===== src/rtl/pc_gen.sv =====
// pc_gen: RV32I fetch-address generator.
// Produces the instruction-memory fetch address. The next PC is chosen from the
// trap vector, an execute-stage redirect, a stall hold, a return-address-stack
// pop, or the sequential PC+4.
//
// Ports:
//   clk, rst            clock (rising edge), asynchronous active-low reset
//   i_stall             hold the current PC
//   i_redirect/_tgt     execute-stage redirect and its target address
//   i_trap              exception/interrupt, vectors to TRAP_VEC
//   i_call / i_ret      predecoded call/return at the current o_pc
//   o_pc, o_pc_valid    fetch address and its validity
//   o_misaligned        one-cycle pulse for a misaligned redirect target
//   o_bad_addr          the last misaligned target seen
//   o_ras_empty/_full   return-address-stack occupancy flags
module pc_gen #(
  parameter int unsigned      WIDTH     = 32,
  parameter logic [WIDTH-1:0] RESET_VEC = 32'h0000_0000,
  parameter logic [WIDTH-1:0] TRAP_VEC  = 32'h0000_0100,
  parameter int unsigned      RAS_DEPTH = 4
) (
  input  logic             clk,
  input  logic             rst,
  input  logic             i_stall,
  input  logic             i_redirect,
  input  logic [WIDTH-1:0] i_redirect_tgt,
  input  logic             i_trap,
  input  logic             i_call,
  input  logic             i_ret,
  output logic [WIDTH-1:0] o_pc,
  output logic             o_pc_valid,
  output logic             o_misaligned,
  output logic [WIDTH-1:0] o_bad_addr,
  output logic             o_ras_empty,
  output logic             o_ras_full
);

  localparam int unsigned      PW       = $clog2(RAS_DEPTH);
  localparam int unsigned      CW       = $clog2(RAS_DEPTH + 1);
  localparam logic [CW-1:0]    FULL_CNT = CW'(RAS_DEPTH);

  logic [WIDTH-1:0] pc_q, pc_d;
  logic             valid_q;
  logic             mis_q, mis_d;
  logic [WIDTH-1:0] bad_q, bad_d;
  logic [PW-1:0]    ptr_q, ptr_d;
  logic [CW-1:0]    cnt_q, cnt_d;
  logic [WIDTH-1:0] ras_q [RAS_DEPTH];
  logic [WIDTH-1:0] ras_d [RAS_DEPTH];

  logic [WIDTH-1:0] pc_inc;
  logic [PW-1:0]    top_idx;

  // ptr_q addresses the next free slot; the top entry is at ptr_q-1. Because
  // the pointer wraps over a power-of-two array, a push into a full stack
  // lands on the oldest entry, which gives overwrite-on-overflow for free.
  always_comb begin
    pc_inc  = pc_q + WIDTH'(4);
    top_idx = ptr_q - PW'(1);
    pc_d    = pc_q;
    mis_d   = 1'b0;
    bad_d   = bad_q;
    ptr_d   = ptr_q;
    cnt_d   = cnt_q;
    ras_d   = ras_q;

    if (i_trap) begin
      pc_d  = TRAP_VEC;
      cnt_d = '0;
      ptr_d = '0;
    end else if (i_redirect && (i_redirect_tgt[1:0] != 2'b00)) begin
      pc_d  = TRAP_VEC;
      mis_d = 1'b1;
      bad_d = i_redirect_tgt;
      cnt_d = '0;
      ptr_d = '0;
    end else if (i_redirect) begin
      pc_d = i_redirect_tgt;
    end else if (i_stall) begin
      pc_d = pc_q;
    end else begin
      pc_d = pc_inc;
      if (i_ret && (cnt_q != '0)) begin
        pc_d = ras_q[top_idx];
        if (i_call) begin
          // Pop and push in one cycle: reuse the vacated top slot.
          ras_d[top_idx] = pc_inc;
        end else begin
          ptr_d = top_idx;
          cnt_d = cnt_q - CW'(1);
        end
      end else if (i_call) begin
        ras_d[ptr_q] = pc_inc;
        ptr_d        = ptr_q + PW'(1);
        if (cnt_q != FULL_CNT) cnt_d = cnt_q + CW'(1);
      end
    end
  end

  always_ff @(posedge clk or negedge rst) begin
    if (!rst) begin
      pc_q    <= RESET_VEC;
      valid_q <= 1'b0;
      mis_q   <= 1'b0;
      bad_q   <= '0;
      ptr_q   <= '0;
      cnt_q   <= '0;
      ras_q   <= '{default: '0};
    end else begin
      pc_q    <= pc_d;
      valid_q <= 1'b1;
      mis_q   <= mis_d;
      bad_q   <= bad_d;
      ptr_q   <= ptr_d;
      cnt_q   <= cnt_d;
      ras_q   <= ras_d;
    end
  end

  assign o_pc         = pc_q;
  assign o_pc_valid   = valid_q;
  assign o_misaligned = mis_q;
  assign o_bad_addr   = bad_q;
  assign o_ras_empty  = (cnt_q == '0);
  assign o_ras_full   = (cnt_q == FULL_CNT);

endmodule


===== config.mk =====
export PLATFORM = sky130hd
export DESIGN_NAME = pc_gen
export DESIGN_NICKNAME = d
export VERILOG_FILES = /design/src/rtl/pc_gen.sv
export SDC_FILE = /design/constraint.sdc
export NUM_CORES = 1
export LEC_CHECK = 0
export ABC_CLOCK_PERIOD_IN_PS = 3100
export BUFFER_PORTS_ARGS = -buffer_cell sky130_fd_sc_hd__buf_2
export CAP_MARGIN = 20
export CORE_MARGIN = 10
export CORE_UTILIZATION = 35
export DETAILED_ROUTE_END_ITERATION = 10
export SLEW_MARGIN = 20
export SYNTH_ARGS = -nofsm -noshare
export SYNTH_HDL_FRONTEND = slang
export SYNTH_SLANG_ARGS = --single-unit

===== constraint.sdc =====
create_clock -name clk -period 3.1 [get_ports clk]
set_input_delay 0.62 -clock clk [delete_from_list [all_inputs] [get_ports clk]]
set_output_delay 0.62 -clock clk [all_outputs]
set_load 0.005 [all_outputs]

# == Word-level counts from Yosys, hierarchy flattened ==
# Index checks and enable logic that the tools add are counted.
# op_classes
n_lt_le_gt_ge,4
reduce_logical,13
n_addsub,5
bitwise,6
eq_ne,6
mux,34
# op_table
op,count
$mux W128,3
$mux W32,9
$bwmux W128,2
$demux W32 S2,2
$bmux W32 S2,1
$add A32 B3 Y32 const B,1
$mux W3,8
$mux W2,7
$reduce_and A5 Y1,2
$reduce_bool A4 Y1,2
$ge A3 B3 Y1 const B,2
$lt A3 B1 Y1 const B,2
$ne A3 B1 Y1 const B,2
$not A2 Y3,2
$logic_and A1 B1 Y1,4
$ne A4 B1 Y1 const B,1
$ne A4 B4 Y1 const B,1
$not A1 Y1,4
$reduce_and A4 Y1,1
$add A3 B1 Y3 const B,1
$eq A3 B3 Y1 const B,1
$logic_not A3 Y1,1
$ne A3 B3 Y1 const B,1
$reduce_bool A3 Y1,1
other kinds (6),7
# totals
regBits,199
out_inout_bits,68
input_bits,39

# == Depth between registers and ports, before layout ==
# Gate-level depths: netlist of run 1.
# logic_depth
word_depth,10
mapped_depth,12
mapped_depth_nobuf,8

# == Worst setup path before layout of run 1 ==
# Ideal clock, no wire load.
# synth_path
kind,register -> register
startpoint,reg ptr_q[0]
endpoint,reg pc_q[15] (netlist: o_pc[15])
t_arrival_ns,3.161
n_path_buf,5
t_required_ns,2.954
path_stages_with_launch,11
path_slack_ns,-0.207
setup_ns,0.146
cell_sequence,dfrtp_1 buf_2 buf_2 buf_2 inv_1 ha_1 clkbuf_1 buf_1 mux4_2 a221oi_1 a221oi_1
# synth_between
elab_chain_len,10
# synth_rtl
element,line_no,rtl
start: declaration,46,"logic [PW-1:0] ptr_q, ptr_d;"
start signal: assignment,114,ptr_q <= ptr_d;
$sub A2 B1 Y2,59,top_idx = ptr_q - PW'(1);
$not A2 Y3 (implied by the code),84,pc_d = ras_q[top_idx];
$bmux W32 S2,84,
$mux W32 (implied by the code) (2 in a row),84,
$mux W32,83,if (i_ret && (cnt_q != '0)) begin
$mux W32,79,end else if (i_stall) begin
$mux W32,77,end else if (i_redirect) begin
$mux W32,71,end else if (i_redirect && (i_redirect_tgt[1:0] != 2'b00)) begin
$mux W32,67,if (i_trap) begin
end signal: assignment,110,pc_q <= pc_d;
end: declaration,42,"logic [WIDTH-1:0] pc_q, pc_d;"
# Every way passes these cells. The select of a mux whose other input is x is not followed.
# A chain may end at the register's enable or synchronous reset.

# == Final worst setup path of run 1 ==
# layout_path
startpoint,reg pc_q[4] (netlist: o_pc[4])
endpoint,reg ras_q[121] in the netlist's numbering
# layout_between
elab_chain_len,4
word_cells_on_any_way,6
classes_between,add/sub: 1; mux: 5
# layout_rtl
element,line_no,rtl
$add A32 B3 Y32 (*),58,pc_inc = pc_q + WIDTH'(4);
"$bwmux W128, on equally long branches","93, 87",
"$mux W128, on equally long branches","92, 85",
$mux W128 (*),83,
end signal: assignment,116,ras_q <= ras_d;
end: declaration,48,logic [WIDTH-1:0] ras_q [RAS_DEPTH];
# Mark *: on every way between the ends. The rest lies on a longest branch, timed or not. The select of a mux whose other input is x is not followed.

==> flow_summary_export.csv, run 1 <==
group,metric,value,unit
outcome,outcome,"complete, no violations",
route,wire_per_inst,19.2,µm
final_layout,diodes,0,
global_routing,grt_use_met3,0.0310,
worst_setup_path,worst_setup_path_start_kind,"flop",
final_layout,design_area,0.0112,mm²
final_layout,utilization,0.417,
synthesis,syn_area,0.00956,mm²
global_routing,grt_pass1_wl,40.6,mm
timing,slew_violations,0,
power,p_seq_frac,0.502,
timing,rsz0062_at_grt,"no",
global_routing,grt_pass1_vias,7168,
worst_setup_path,r2r-end,"ras_q[121]",
die,coreArea,0.0270,mm²
clock_tree,cts_root_buf,"clkbuf_16",
timing,worst_slew_pin_slew,0.780,ns
die,rows,60,
job,cap_violations,0,
synthesis,synth_cell_types,66,
synthesis,synth-async-reset-ratio,1.00,
global_routing,met1_usage,0.205,
synthesis,synth_edf_count,0,
hold_path,hp-class,"primary input to async pin",
route,drcViolationCount,0,
synthesis,synth-seq-cells,199,
synthesis,avgSynthCellArea,10.8,µm²
timing,relSlewSlack,0.476,
final_layout,area_growth,17.4,%
route,antenna_left,0,
worst_setup_path,crit_end,"ras_q[121]",
power,switching_share,0.274,
placed_design,routabilityCongestion,0.851,
worst_setup_path,r2r_start,"o_pc[4]",
power,power.internal,0.00454,W
worst_setup_path,arrival,2.83,ns
placed_design,dp_cells,1300,
final_layout,layout-drive-gt1-share,0.271,
clock_tree,ctsHoldBuffers,0,
power,clkPwrFrac,0.352,
final_layout,layout_commonest_cell,"dfrtp_1",
route,firstDrtPassIters,5,
timing,whs,0.145,ns
die,die_y,185,µm
clock_tree,postCtsSetupBuffers,0,
global_routing,grt_max_degree,62,
synthesis,synthCells,886,
clock_tree,cts.clk_slew.worst_paths,0.08,ns
route,via_per_inst,5.39,
worst_setup_path,cp_max_fo,9,
die,dieArea,0.0343,mm²
route,dr.first_iter.drc_count,555,
placed_design,place_area,0.0107,mm²
timing,setup_violations,0,
final_layout,fin_nets,1026,
global_routing,use_met2,0.236,
timing,fmaxAchievable,396,MHz
power,power_frac_comb,0.146,
power,peakVddDrop,0.366,mV
timing,finalHoldViolCount,0,
clock_tree,htreeDepth,4,
clock_tree,cts_buffer_depth,2,
worst_setup_path,cp-end-kind,"flop",
route,drt-total-wl,25.5,mm
worst_setup_path,crit_required,3.41,ns
power,switchingPower,0.00171,W
global_routing,antenna_found_initial,0,
worst_setup_path,crit_start,"o_pc[4]",
power,pwr_density_cell,557,mW/mm²
worst_setup_path,reg2reg_slack,0.58,ns
worst_setup_path,crit_type,"flop to flop",
global_routing,grt_overflow_total,0,
final_layout,final_cells,1331,
die,die_x,185,µm
clock_tree,numCtsBuffers,17,
synthesis,synthFlopType,"dfrtp_1",
route,vias,7177,
clock_tree,insertion_delay,0.44,ns
synthesis,yosysSeqAreaShare,0.521,
die,initial_core_util,0.355,
placed_design,hpwl,17.8,mm
clock_tree,clock_sinks,199,
synthesis,synth_warnings,0,
global_routing,grt_use_total,0.151,
global_routing,top_usage_layer,"met2",
worst_setup_path,rr_worst_depth,6,
timing,period_share,0.814,
clock_tree,ctsResizeCount,0,
clock_tree,cts_tree,"done",
timing,fin_tns_setup,0,ns
placed_design,io_buffers,106,
power,leakage,4.94,nW
timing,clock_skew,0.0153,ns
final_layout,mostFrequentLayoutCells,"198 x dfrtp_1, 141 x nor2_1, 131 x a21oi_1",
timing,min_period,2.52,ns
die,pin_count,107,
synthesis,syn-num-nets,934,
[power groups by stage]
stage,clock (W),combinational (W),sequential (W)
floorplan,0,0.000561,0.00314
global placement,0,0.000898,0.00317
detailed placement,0,0.000919,0.00319
CTS,0.00225,0.000923,0.00314
global route,0.00235,0.00102,0.00318
finish,0.00220,0.000911,0.00314
[state kept, by name, indices dropped and copies added, names as in the netlist]
register and count:
o_pc_valid 1, ptr_q 2, o_misaligned 1, o_bad_addr 32, o_pc 32, cnt_q 3
ras_q 128
[worst max-delay path: stages, from the launching register on]
cell     delay, ns
dfrtp_1       0.54
nand4_1       0.32
nor4_1        0.54
buf_4         0.25
nand4_1       0.17
xor2_1        0.44
a21oi_1       0.12
[area by class of cell]
class	count	area, µm²
Tap cell	341	427
Timing Repair Buffer	135	870
Inverter	22	82.6
Fill cell	2570	15700
Clock buffer	18	439
Sequential cell	199	4980
Multi-Input combinational cell	603	4290
Clock inverter	13	134
[synth_stat cells, drive strengths merged, types with 13 or more instances]
library cell	count	share of area
inv	21	0.0082
o21ai	21	0.011
mux4	32	0.075
dfrtp	199	0.52
nand2	35	0.014
buf	16	0.0085
nand4	13	0.011
xnor2	19	0.017
clkbuf	46	0.018
a21oi	139	0.074
mux2	44	0.052
nor2	142	0.056
[kinds of logic (layout without fill, tap and decap cells)]
kind of cell / after synthesis / after routing / synth area share
buffers and inverters: 84 / 188 / 0.0353
adders and majority gates: 9 / 9 / 0.0126
and+or+nand+nor: 244 / 244 / 0.117
xor gates and xnor gates: 31 / 31 / 0.0284
other: 1 / 1 / 0.000392
DFF: 199 / 199 / 0.521
muxes: 84 / 84 / 0.136
AOI/OAI and AO/OA: 234 / 234 / 0.149
[metal layers]
metal	share of wire	wire length [µm]	vias up
met5	0	0	-
met4	0.013	334	0
met3	0.061	1550	21
met2	0.46	11700	204
met1	0.47	11900	3594
li1	-	-	3358
[worst min-delay path by stage]
stage                     to  cells after the start           from  slack, ns
3_3_place_gp   o_bad_addr[8]                      1  o_bad_addr[8]       0.48
3_5_place_dp   o_bad_addr[5]                      1  o_bad_addr[5]       0.49
2_1_floorplan       cnt_q[0]                      0            rst       0.32
6_report          ras_q[102]                      1            rst       0.14
5_1_grt           ras_q[102]                      1            rst       0.16
4_1_cts           ras_q[102]                      1            rst       0.16
[per-stage QoR]
stage / setup WS (ns) / power [W]
floorplan: 0.0681 / 0.00371
global placement: 0.630 / 0.00407
detailed placement: 0.587 / 0.00411
CTS: 0.633 / 0.00631
global route: 0.390 / 0.00656
finish: 0.577 / 0.00625
(Power assumes the default switching activity.)
==> run 2, diff against run 1 <==
ABC_CLOCK_PERIOD_IN_PS = 2500   (was 3100)
clock period = 2.5 ns   (was 3.1 ns; I/O delays follow)
==> flow_summary_export.csv, run 2 (synthesis results as in run 1) <==
group,metric,value,unit
outcome,outcome,"complete, no violations",
timing,period_share,0.954,
worst_setup_path,crit_type,"flop to flop",
route,dr.first_iter.drc_count,624,
power,total_power,0.00786,W
final_layout,diodes,0,
clock_tree,cts_root_buf,"clkbuf_16",
route,wire_per_inst,18.8,µm
timing,clock_skew,0.0145,ns
global_routing,grt_pass1_vias,7289,
final_layout,top_register,"ras_q",
hold_path,hp-class,"primary input to async pin",
placed_design,routabilityCongestion,0.860,
die,die_x,185,µm
clock_tree,cts_buffer_depth,2,
clock_tree,numCtsBuffers,17,
final_layout,design_area,0.0115,mm²
final_layout,fin_nets,1047,
timing,fmaxAchievable,419,MHz
final_layout,largest_reg_flops,128,
route,firstDrtPassIters,5,
worst_setup_path,cp-end-kind,"flop",
power,pwr_density_cell,686,mW/mm²
worst_setup_path,crit_required,2.79,ns
power,peakVddDrop,0.381,mV
job,cap_violations,0,
clock_tree,cts.clk_slew.worst_paths,0.07,ns
worst_setup_path,slowest_delay,0.52,ns
die,coreArea,0.0270,mm²
clock_tree,clock_sinks,199,
die,initial_core_util,0.355,
timing,slew_violations,0,
die,rows,60,
global_routing,grt_overflow_total,0,
timing,worst_slew_pin_slew,0.601,ns
route,drt-total-wl,25.4,mm
worst_setup_path,crit_buf_inv,1,
worst_setup_path,crit_chain,"nand4_1, nor4_1, buf_4, nand3_1, xnor2_1, a21oi_1",
worst_setup_path,worst_path_max_delay_cell,"dfrtp_1",
placed_design,hpwl,18.2,mm
final_layout,area_growth,19.8,%
timing,min_period,2.38,ns
placed_design,place_area,0.0108,mm²
global_routing,antenna_found_initial,0,
route,antenna_left,0,
power,leakage,5.07,nW
final_layout,mostFrequentLayoutCells,"198 x dfrtp_1, 141 x nor2_1, 131 x a21oi_1",
global_routing,grt_pass1_wl,40.7,mm
die,dieArea,0.0343,mm²
global_routing,grt_max_degree,57,
final_layout,layout_commonest_cell,"dfrtp_1",
clock_tree,ctsHoldBuffers,0,
final_layout,layout-drive-gt1-share,0.290,
timing,finalHoldViolCount,0,
die,die_y,185,µm
die,pin_count,107,
placed_design,io_buffers,106,
worst_setup_path,worst_setup_path_start_kind,"flop",
global_routing,grt_use_total,0.151,
clock_tree,htreeDepth,4,
clock_tree,insertion_delay,0.44,ns
clock_tree,cts_tree,"done",
worst_setup_path,arrival,2.68,ns
route,drcViolationCount,0,
timing,setup_violations,0,
timing,relSlewSlack,0.598,
worst_setup_path,cp_max_fo,9,
route,via_per_inst,5.33,
route,vias,7215,
worst_setup_path,cp_top_family,"simple AND/OR/NAND/NOR gates",
[run 2: routing by layer]
layer / global-route usage / wire length (µm) / up-vias
li1: - / - / 3398
met1: 0.202 / 11500 / 3611
met2: 0.241 / 12100 / 183
met3: 0.0300 / 1380 / 23
met4: 0.0419 / 320 / 0
met5: 0 / 0 / -
[run 2: layout make-up]
cell class	instances	area [µm²]
inverter	22	82.6
clock buffer	18	439
timing repair buffer	156	1040
clock inverter	14	165
fill	2523	15500
tap	341	427
multi-input combinational	603	4320
sequential	199	4980
[run 2: worst reg2reg max path, delay by kind of cell, from the launching register on]
family,cells,cell delay (ns)
DFF,1,0.52
xor gates and xnor gates,1,0.45
and+or+nand+nor,3,0.96
buffers and inverters,1,0.19
AOI/OAI and AO/OA,1,0.13
[run 2: where the power goes]
group | internal [W] | switching (W)
Sequential | 0.00365 | 0.000240
Clock | 0.00153 | 0.00129
Combinational | 0.000568 | 0.000590
[run 2: timing repair]
action | in CTS | in global routing
gates resized for setup | 0 | 2
endpoints found under the setup margin | 0 | 10
buffers inserted | 0 | 0
[run 2: final timing paths]
check	slack, ns	endpoint	depth (start not counted)	from
setup reg to reg	0.12	ras_q[30]	6	o_pc[4]
max in group asynchronous	1.80	ras_q[127]	2	rst
hold reg to reg	0.50	o_bad_addr[28]	1	o_bad_addr[28]
min in group clk	0.32	o_bad_addr[6]	2	i_redirect_tgt[6]
hold / removal	0.03	ras_q[102]	1	rst
setup / recovery	0.12	ras_q[30]	6	o_pc[4]
[run 2: stage by stage]
step | instances | util | hold slack [ns] | TNS [ns] | setup WS, ns
floorplan | 886 | - | 0.204 | 0 | 0.00905
finish | 1353 | 0.425 | 0.0268 | 0 | 0.115
detailed placement | 1321 | 0.402 | 0.490 | 0 | 0.0736
CTS | 1353 | 0.425 | 0.0300 | 0 | 0.0617
global placement | 1321 | 0.402 | 0.484 | 0 | 0.0955
global route | 1353 | 0.425 | 0.0448 | -0.0163 | -0.00782
==> run 3, diff against run 2 <==
ABC_AREA = 1   (was not set)
==> flow_summary_export.csv, run 3 <==
group,metric,value,unit
synthesis,synth-seq-cells,199,
outcome,outcome,"complete, no violations",
route,drcViolationCount,0,
placed_design,hpwl,20.6,mm
hold_path,hp-class,"primary input to async pin",
synthesis,netlist_top_cells_area,"dfrtp_1 50%, nand2_1 19%, o21ai_0 6.5%",
route,drt-total-wl,29.1,mm
timing,rsz0062_at_grt,"no",
synthesis,synth_cell_types,40,
clock_tree,ctsResizeCount,0,
global_routing,antenna_found_initial,0,
power,peakVddDrop,0.386,mV
timing,whs,0.0491,ns
die,pin_count,107,
synthesis,synth_top_area_frac,0.496,
timing,clock_skew,0.00934,ns
synthesis,yosysTopAreaCell,"dfrtp_1",
timing,fin_ws,0.335,ns
synthesis,synth_warnings,0,
synthesis,syn-num-nets,1382,
placed_design,io_buffers,106,
synthesis,synth_fa_ha_area_frac,0.0120,
placed_design,pre_cts_slack,0.124,ns
synthesis,synth_top_family_by_area,"simple AND/OR/NAND/NOR gates",
synthesis,synthCells,1334,
die,initial_core_util,0.358,
timing,relSlewSlack,0.448,
timing,min_period,2.16,ns
clock_tree,numCtsBuffers,17,
synthesis,synthFlopType,"dfrtp_1",
synthesis,syn_area,0.0100,mm²
placed_design,routabilityCongestion,0.917,
timing,fin_tns_setup,0,ns
route,vias,8929,
clock_tree,cts_root_buf,"clkbuf_16",
final_layout,top_register,"ras_q",
final_layout,layout-drive-gt1-share,0.136,
clock_tree,cts.clk_slew.worst_paths,0.07,ns
synthesis,yosysSeqAreaShare,0.496,
timing,period_share,0.866,
clock_tree,ctsHoldBuffers,0,
worst_setup_path,worst_setup_path_start_kind,"flop",
synthesis,synth-simple-area-share,0.277,
route,dr.first_iter.drc_count,804,
synthesis,synth_compound_area_frac,0.136,
clock_tree,htreeDepth,4,
clock_tree,insertion_delay,0.44,ns
route,via_per_inst,4.95,
final_layout,mostFrequentLayoutCells,"511 x nand2_1, 198 x dfrtp_1, 130 x o21ai_0",
global_routing,grt_pass1_vias,8474,
final_layout,layout_commonest_cell,"nand2_1",
placed_design,place_area,0.0110,mm²
global_routing,grt_max_degree,65,
worst_setup_path,cp_max_fo,21,
route,wire_per_inst,16.1,µm
die,dieArea,0.0359,mm²
route,antenna_left,0,
worst_setup_path,arrival,2.50,ns
timing,finalHoldViolCount,0,
clock_tree,clock_sinks,199,
clock_tree,postCtsSetupBuffers,0,
synthesis,synth_edf_count,0,
final_layout,design_area,0.0116,mm²
timing,setup_violations,0,
timing,slew_violations,0,
job,cap_violations,0,
power,leakage,5.55,nW
global_routing,grt_use_total,0.164,
synthesis,avgSynthCellArea,7.53,µm²
final_layout,area_growth,15.2,%
synthesis,yosys-top-cells-count,"511 x nand2_1, 199 x dfrtp_1, 130 x o21ai_0, 82 x inv_1",
global_routing,grt_overflow_total,0,
synthesis,yosysMostFrequentCell,"nand2_1",
final_layout,seqCellArea,0.00498,mm²
synthesis,synth_xor_xnor_area_share,0.00872,
timing,fmaxAchievable,462,MHz
final_layout,diodes,0,
worst_setup_path,crit_required,2.83,ns
worst_setup_path,crit_type,"flop to flop",
die,die_x,189,µm
final_layout,multi_input_area,0.00439,mm²
worst_setup_path,cp-end-kind,"flop",
synthesis,synthMuxAreaShare,0,
final_layout,fillers,2930,
route,firstDrtPassIters,5,
final_layout,largest_reg_flops,128,
synthesis,synth-async-reset-ratio,1.00,
die,rows,61,
die,coreArea,0.0281,mm²
final_layout,fin_nets,1461,
timing,worst_slew_pin_slew,0.827,ns
global_routing,grt_pass1_wl,47.6,mm
die,die_y,189,µm
power,pwr_density_cell,660,mW/mm²
clock_tree,cts_tree,"done",
clock_tree,cts_buffer_depth,2,
run 3: cell count changes after synthesis, moves of 61 or more:
cell     before  now
nand2_1      35  511
o21ai_0      21  130
a21oi_1     135   47
nand3_1      12   79
nor2_1      142   79
inv_1        21   82
run 3: path summary, 6_finish.rpt:
check,from,end,slack (ns),depth (start not counted)
worst max-delay path,ptr_q[0],o_pc[25],0.34,9
worst min-delay path,rst,o_bad_addr[4],0.05,1
worst max register to register,ptr_q[0],o_pc[25],0.34,9
worst min register to register,ras_q[107],ras_q[107],0.48,2
max in group asynchronous,rst,o_pc[24],1.82,2
min in group clk,i_redirect_tgt[4],o_bad_addr[4],0.29,3
run 3: final cells by class:
class | instances | area share
clock inverter | 12 | 0.0124
sequential | 199 | 0.430
clock buffer | 19 | 0.0383
multi-input combinational | 971 | 0.379
tap | 378 | 0.0408
timing repair buffer | 129 | 0.0680
inverter | 95 | 0.0313
run 3: kinds of logic (layout without fill, tap and decap cells):
family / Yosys count / in the layout
AND/OR/NAND/NOR: 693 / 693
other: 1 / 1
adder cells (fa/ha/maj): 9 / 9
buffers and inverters: 164 / 255
flip-flops: 199 / 199
AO/OA/AOI/OAI: 258 / 258
XOR/XNOR: 10 / 10
run 3: power by group:
group          internal (W)  total [W]  switching, W
logic              0.000398    0.00108      0.000683
registers           0.00356    0.00377      0.000211
clock network       0.00152    0.00280       0.00128
run 3: routing by layer:
layer / wire (µm) / GRT usage / up-vias
met3: 2210 / 0.0406 / 23
li1: - / - / 4438
met4: 329 / 0.0409 / 0
met5: 0 / 0 / -
met1: 14400 / 0.237 / 4178
met2: 12200 / 0.239 / 290
run 3: critical path, stage by stage (launching register included):
cell	delay, ns
dfrtp_2	0.43
clkinvlp_4	0.25
ha_1	0.41
inv_1	0.08
buf_4	0.26
nand3_1	0.11
a31oi_1	0.30
nand2_1	0.09
nand2_1	0.06
nand2_1	0.05
run 3: through the flow:
stage               cells  power, W   util
detailed placement   1772   0.00491  0.391
finish               1803   0.00764  0.412
CTS                  1803   0.00772  0.412
global placement     1772   0.00489  0.391
floorplan            1334   0.00442      -
global route         1803   0.00805  0.412
